### config.mk
export PLATFORM = sky130hd
export DESIGN_NAME = ip_ram
export DESIGN_NICKNAME = d
export VERILOG_FILES = /design/src/rtl/ip_ram.sv
export SDC_FILE = /design/constraint.sdc
export NUM_CORES = 1
export LEC_CHECK = 0
export CELL_PAD_IN_SITES_DETAIL_PLACEMENT = 0
export CELL_PAD_IN_SITES_GLOBAL_PLACEMENT = 1
export CORE_MARGIN = 5
export CORE_UTILIZATION = 36
export DETAILED_ROUTE_END_ITERATION = 10
export PLACE_DENSITY_LB_ADDON = 0.1
export SYNTH_ARGS = -nofsm -noshare
export SYNTH_HDL_FRONTEND = slang
export SYNTH_SLANG_ARGS = --single-unit
### constraint.sdc
create_clock -name sys_clk -period 7.4 [get_ports sys_clk]
set_clock_uncertainty 0.15 [all_clocks]
set_input_delay 1.48 -clock sys_clk [delete_from_list [all_inputs] [get_ports sys_clk]]
set_output_delay 1.48 -clock sys_clk [all_outputs]
set_load 0.005 [all_outputs]
### src/rtl/ip_ram.sv
`default_nettype none
// ----------------------------------------------------------------------------
// Module   : ip_ram
// Purpose  : Self-checking RAM loop that writes a pass-dependent pattern to a
//            single-port synchronous RAM, then reads it back and checks it.
// Revision : 1.0
// ----------------------------------------------------------------------------
module ip_ram #(
    parameter int ADDR_W = 5,
    parameter int DATA_W = 8
) (
    input  logic              sys_clk,
    input  logic              sys_rst_n,
    output logic              ram_en,
    output logic              ram_we,
    output logic [ADDR_W-1:0] ram_addr,
    output logic [DATA_W-1:0] ram_wdata,
    output logic [DATA_W-1:0] ram_rdata,
    output logic              rd_err,
    output logic [7:0]        pass_cnt
);

    localparam int          c_DEPTH   = 2 ** ADDR_W;
    localparam [ADDR_W:0]   c_CNT_MAX = {(ADDR_W + 1){1'b1}};

    logic [ADDR_W:0]   rw_cnt_q,    rw_cnt_d;
    logic [7:0]        pass_cnt_q,  pass_cnt_d;
    logic [DATA_W-1:0] ram_rdata_q, ram_rdata_d;
    logic              rd_err_q,    rd_err_d;
    logic              rd_valid_q,  rd_valid_d;
    logic [DATA_W-1:0] exp_q,       exp_d;

    logic [DATA_W-1:0] w_pattern;
    logic              w_rd_phase;

    logic [DATA_W-1:0] mem [c_DEPTH];

    // Upper counter bit selects the read half of each pass.
    assign w_rd_phase = rw_cnt_q[ADDR_W];
    assign w_pattern  = DATA_W'(rw_cnt_q[ADDR_W-1:0]) + DATA_W'(pass_cnt_q);

    always_comb begin
        ram_en    = sys_rst_n;
        ram_we    = sys_rst_n & ~w_rd_phase;
        ram_addr  = rw_cnt_q[ADDR_W-1:0];
        ram_wdata = ram_we ? w_pattern : '0;
    end

    always_comb begin
        rw_cnt_d    = rw_cnt_q + 1'b1;
        pass_cnt_d  = (rw_cnt_q == c_CNT_MAX) ? pass_cnt_q + 8'd1 : pass_cnt_q;
        ram_rdata_d = (ram_en && !ram_we) ? mem[ram_addr] : ram_rdata_q;
        rd_valid_d  = w_rd_phase;
        exp_d       = w_pattern;
        // exp_q pairs with ram_rdata_q, both one cycle behind the address.
        rd_err_d    = rd_err_q | (rd_valid_q && (ram_rdata_q != exp_q));
    end

    always_ff @(posedge sys_clk) begin
        if (ram_en && ram_we) begin
            mem[ram_addr] <= ram_wdata;
        end
    end

    always_ff @(posedge sys_clk or negedge sys_rst_n) begin
        if (!sys_rst_n) begin
            rw_cnt_q    <= '0;
            pass_cnt_q  <= '0;
            ram_rdata_q <= '0;
            rd_err_q    <= 1'b0;
            rd_valid_q  <= 1'b0;
            exp_q       <= '0;
        end else begin
            rw_cnt_q    <= rw_cnt_d;
            pass_cnt_q  <= pass_cnt_d;
            ram_rdata_q <= ram_rdata_d;
            rd_err_q    <= rd_err_d;
            rd_valid_q  <= rd_valid_d;
            exp_q       <= exp_d;
        end
    end

    assign ram_rdata = ram_rdata_q;
    assign rd_err    = rd_err_q;
    assign pass_cnt  = pass_cnt_q;

endmodule
`default_nettype wire

* Word-level counts from Yosys, hierarchy flattened *
Memories as Yosys holds them, arrays and structs flattened. A register that Yosys moved wholly into a read port is not among the register bits.
Index checks and enable logic that the tools add are counted.

cells by class
  add/sub/neg operators = 3
  equality and inequality tests = 2
  muxes and demuxes = 3
  bitwise gates (word level) = 3
  reductions and logical operators = 5

operators by type and width
  kind                 number
  $add 5x8->8          1
  $add 8x1->8 const B  1
  $mux 8               1
  $ne 8x8->1           1
  $add 6x1->6 const B  1
  $eq 6x6->1 const B   1
  $logic_and 1x1->1    3
  $logic_not 1->1      2
  $mux 1               2
  $and 1x1->1          1
  $not 1->1            1
  $or 1x1->1           1

word-level totals
  bits in registers = 24
  bits in writable memories = 256
  input port bits = 2
  output and inout port bits = 32
  logic and storage cells = 22
  memories = 1

memories
  memory  depth  bits a word  rd ports  clocked after memory_dff  wr ports  line  source
  mem     32     8            1         1                         1         36    logic [DATA_W-1:0] mem [c_DEPTH];

* Longest topological paths before layout *
  depth after elaboration = 5
  mapped depth = 10
  mapped depth without buffers = 8

* Worst setup path before layout *
No wires, ideal clock.

  kind = flip-flop to output port
  start = reg rw_cnt_q[1]
  end = out ram_wdata[6]
  arrival time = 3,191 ps
  required time = 5,770 ps
  slack = 2,579 ps
  stages on the path, launching flop included = 11
  buffers on the path = 3
  path through = dfrtp_1 buf_4 buf_4 inv_1 clkbuf_1 fa_1 nor2b_1 o21ai_0 a21boi_0 o21ai_0 mux2i_1

between the ends
  word-level cells in the longest chain between the ends = 2

RTL lines
  what                    line  source
  start, declared         26    logic [ADDR_W:0] rw_cnt_q, rw_cnt_d;
  start signal, assigned  74    rw_cnt_q <= rw_cnt_d;
  $add 5x8->8             40    assign w_pattern = DATA_W'(rw_cnt_q[ADDR_W-1:0]) + DATA_W'(pass_cnt_q);
  $mux 8                  46    ram_wdata = ram_we ? w_pattern : '0;
  end, declared           17    output logic [DATA_W-1:0] ram_wdata,

Every way passes these cells.

* Final worst setup path *
Same ends and word-level chain as after synthesis.

==> results list <==
- Synthesis handed over a netlist of 706 instances.
- Counting every sink on the clock net gives around 290.
* Nets: between 700 and 800
- Entering global routing, the biggest net connects around 50 pins.
- Worst slack at placement: between 1.5 and 2 ns
- The worst setup path is launched from a flop.
- The root buffer cell chosen for the clock tree is clkbuf_16.
* Clock edge transition at the registers on the reported setup and hold paths: approximately 0.060 ns
- Once detailed placement completed, the half-perimeter wirelength came to between 15000 and 20000 um.
* Peak supply drop: about 0.00016 V
- The initial antenna violation count was 0.
- Wire length of the first global-routing pass: approximately 44000 um
- Effective utilization at floorplan: 0.3625
* Combined global-route utilization of all metal layers: 0.1624
* Placed cell areas: approximately 13000 sq um
* Largest fanout of any net on the critical path: 33
- For this run, the register share of the synthesized area comes to 0.7233.
- The number of setup buffers added after CTS is 0.
- In this run the number of H-tree levels came out at 1.
- Height of the die: between 150 and 200 um
- Synthesis inferred about 290 register bits.
* Count of pins over their slew limit: 0
- For this run, the top clock speed supported by timing is 0.1696 GHz.
- Clk Latency, worst-skew pair: around 0.54 ns
- 34 I/O pins were placed.
* Number of standard-cell rows in the floorplan: between 60 and 70
- Counting tap cells, the placed design contains a total of about 1200 instances.
- # fillers: ~3000
- The number of nets in the synthesized netlist is about 720.
- In this run, distinct cell masters in the synthesized netlist total 52.
- Path type of the worst min-delay path: flop to flop
- The clock period could shrink to around 6 ns.
- Counting instances in the post-synthesis netlist gives the leading cell types as 256 x edfxtp_1, 85 x mux2i_1, 43 x nor2_1.
* Count of placed standard cells in the final layout, fillers left out: 1219
* Worst setup path category: flop to output port
- Traced cell by cell, the critical path runs through buf_4 -> inv_1 -> fa_1 -> nor2b_1 -> o21ai_0 -> a21boi_0 -> o21ai_0 -> mux2i_4 -> buf_4 -> clkdlybuf4s50_1.
* Post-CTS Resized: 0
* Die outline width: approximately 190 um
* Vias per cell: approximately 5.1
- After synthesis, the cell types taking the most area are edfxtp_1 66%, mux2i_1 7.3%, dfrtp_1 6.8%, mux4_2 4.0%, nor2_1 1.4%.
- The run finished with clean final reports.
- Summing every instance area after synthesis gives around 12000 sq um.
- Area enclosed by the die boundary: ~36000 sq um
* Area growth from synthesis to final layout: 15.90%
- Global routing finished with a remaining overflow of 0.
- Setup violations remaining at the end of the flow were counted as 0.
* Number of nets still failing antenna checks after routing: 0
- Proportion of register bits with asynchronous set or reset after synthesis: 0.1111
- Count of buffers from port buffering: 33
- The number of clock buffers added by TritonCTS is 31.
* Smallest setup slack after layout: ~1.5 ns
- Dividing the final minimum period by the clock period gives 0.7966.
- Slowest stage cell, crit path: inv_1
- Primary flip-flop cell chosen by synthesis mapping: edfxtp_1
- Antenna Diode Count: 0
* Data required time at the worst endpoint: 5.77 ns
- The total area inside the core boundary comes to ~32000 sq um.
- Area of all placed cells without fillers: ~14000 sq um
* Normalized max-slew margin: 0.2245
- Dividing the detail-routed wire length by the instance count gives ~24 um.
* Transition time at the pin with the least slew margin: between 1 and 1.5 ns
- Hold violation count in the final report: 0
- The worst setup path is captured at an output port.
- Routed vias: between 6000 and 7000
- For the worst setup path, the data arrival time is 4.26 ns.
- Drc violations: 0
- For this run, the slowest stage of the critical path takes 0.63 ns.
- Number of synthesis warnings: 0
- Sum Neg Setup Slack: 0 ns
* Synth top area share: 0.6551
- TritonCTS clock tree: done
* Drt initial violations: roughly 370
* Final estimated routing congestion in global placement: 0.7349
- Top-count cell post-synth: edfxtp_1
* Routed WL: about 30000 um
* Max-cap violations: 0
- Power spread over the standard cell area amounts to 241.4 nW/um^2.
- Of all cell types, the one taking the most synthesized area is edfxtp_1.
- The number of global-route vias before repair is approximately 6300.
- Avg Synthesized Cell Area: roughly 17 sq um
* RSZ-0062 raised after global routing: false
- The clock passes through at most 3 buffers.
* Proportion of layout cells with a drive suffix above 1: 0.1326
- Number of detailed-route iterations in the first pass: 5
- Buffers inserted to repair hold after CTS numbered 0.
* Post-synth EDFFs: around 260
- Static leakage power: slightly below 5 nW
## kinds of logic after synthesis
kind of cell,count (synthesis),share of synthesized area
mux,110,0.1166
fa+ha+maj,11,0.01237
buf+inv,46,0.02239
simple gates,146,0.06184
xor+xnor,24,0.01791
compound gates,81,0.04553
flops,288,0.7233
## cell type report
class,instances,area (sq um),share of cell area
clock buffer,45,878.3,0.06458
clock inverter,12,126.4,0.009292
inverter,8,30.03,0.002208
multi-input combinational,372,3053,0.2245
sequential,288,8492,0.6244
tap,442,553.0,0.04066
timing repair buffer,52,467.9,0.03441
## critical path: cells and delay by family, from the launching register on
kind / cells / cell delay (ns)
and+or+nand+nor: 1 / 0.05
DFF: 1 / 0.35
adders and majority gates: 1 / 0.34
muxes: 1 / 0.31
buffers and inverters: 4 / 1.82
AOI/OAI and AO/OA: 3 / 0.82
## final timing paths
check | start | endpoint | slack (ns) | depth (start not counted)
worst min-delay path | rd_err$_DFF_PN0_ | rd_err$_DFF_PN0_ | 0.34 | 1
worst max register to register | rw_cnt_q[0]$_DFF_PN0_ | ram_rdata[4]$_DFFE_PN0P_ | 3.44 | 7
min in group asynchronous | sys_rst_n | ram_rdata[5]$_DFFE_PN0P_ | 0.82 | 2
worst max-delay path | rw_cnt_q[1]$_DFF_PN0_ | ram_wdata[6] | 1.51 | 10
max in group asynchronous | sys_rst_n | rw_cnt_q[0]$_DFF_PN0_ | 5.92 | 2
worst min register to register | rd_err$_DFF_PN0_ | rd_err$_DFF_PN0_ | 0.34 | 1
## metrics by stage
| step | hold slack (ns) | utilization | power, mW |
|---|---|---|---|
| after global placement | 0.3024 | 0.3891 | 1.806 |
| after global routing | 0.3728 | 0.4201 | 3.394 |
| after floorplan | 0.2653 | - | 1.792 |
| final | 0.3422 | 0.4201 | 3.283 |
| after CTS | 0.3482 | 0.4201 | 3.321 |
| after detailed placement | 0.3296 | 0.3891 | 1.806 |
## per-layer routing
metal | routed length, um | global-route usage | part of all wire | vias to the layer above
met5 | 0 | 0 | 0 | -
met1 | 14040 | 0.2438 | 0.48 | 3238
met3 | 1347 | 0.02581 | 0.046 | 33
met2 | 13810 | 0.2566 | 0.47 | 140
li1 | - | - | - | 2842
met4 | 296 | 0.02514 | 0.010 | 0
## where the power goes
group          total (mW)  internal, mW  switching [mW]  leakage, nW
clock                1.51         0.918           0.593        0.490
combinational      0.0211       0.00914          0.0120         1.79
sequential           1.75          1.75         0.00308         2.65
total                3.28          2.67           0.608         4.93
## state kept, by name, summed over array words and instances, names as in the netlist
signal / count
rw_cnt_q: 6
rd_valid_q: 1
exp_q: 8
ram_rdata: 8
mem: 256
pass_cnt: 8
rd_err: 1
## layout by cell type, fill, tap and decap left out, drive strengths merged, types with 2 or more instances in the layout
cell and instances:
nor2b 7, o32ai 3, mux2i 85, o31a 2
and3 3, inv 8, o221ai 2, xor2 8
nand4bb 2, a22o 2, nand3 15, clkdlybuf4s50 32
a2111oi 3, xnor2 16, mux2 4, nor2 43
edfxtp 256, or4 5, nand4 3, bufinv 3
mux4 21, nand2 35, clkbuf 45, or2 2
a22oi 5, a31oi 7, or4b 3, a21o 2
nor3 10, a211oi 3, o21ai 15, o22ai 17
and2 6, a21oi 15, ha 10, clkinv 9
dfrtp 32, nand2b 7, buf 20
Power figures use the tool's default switching activity.
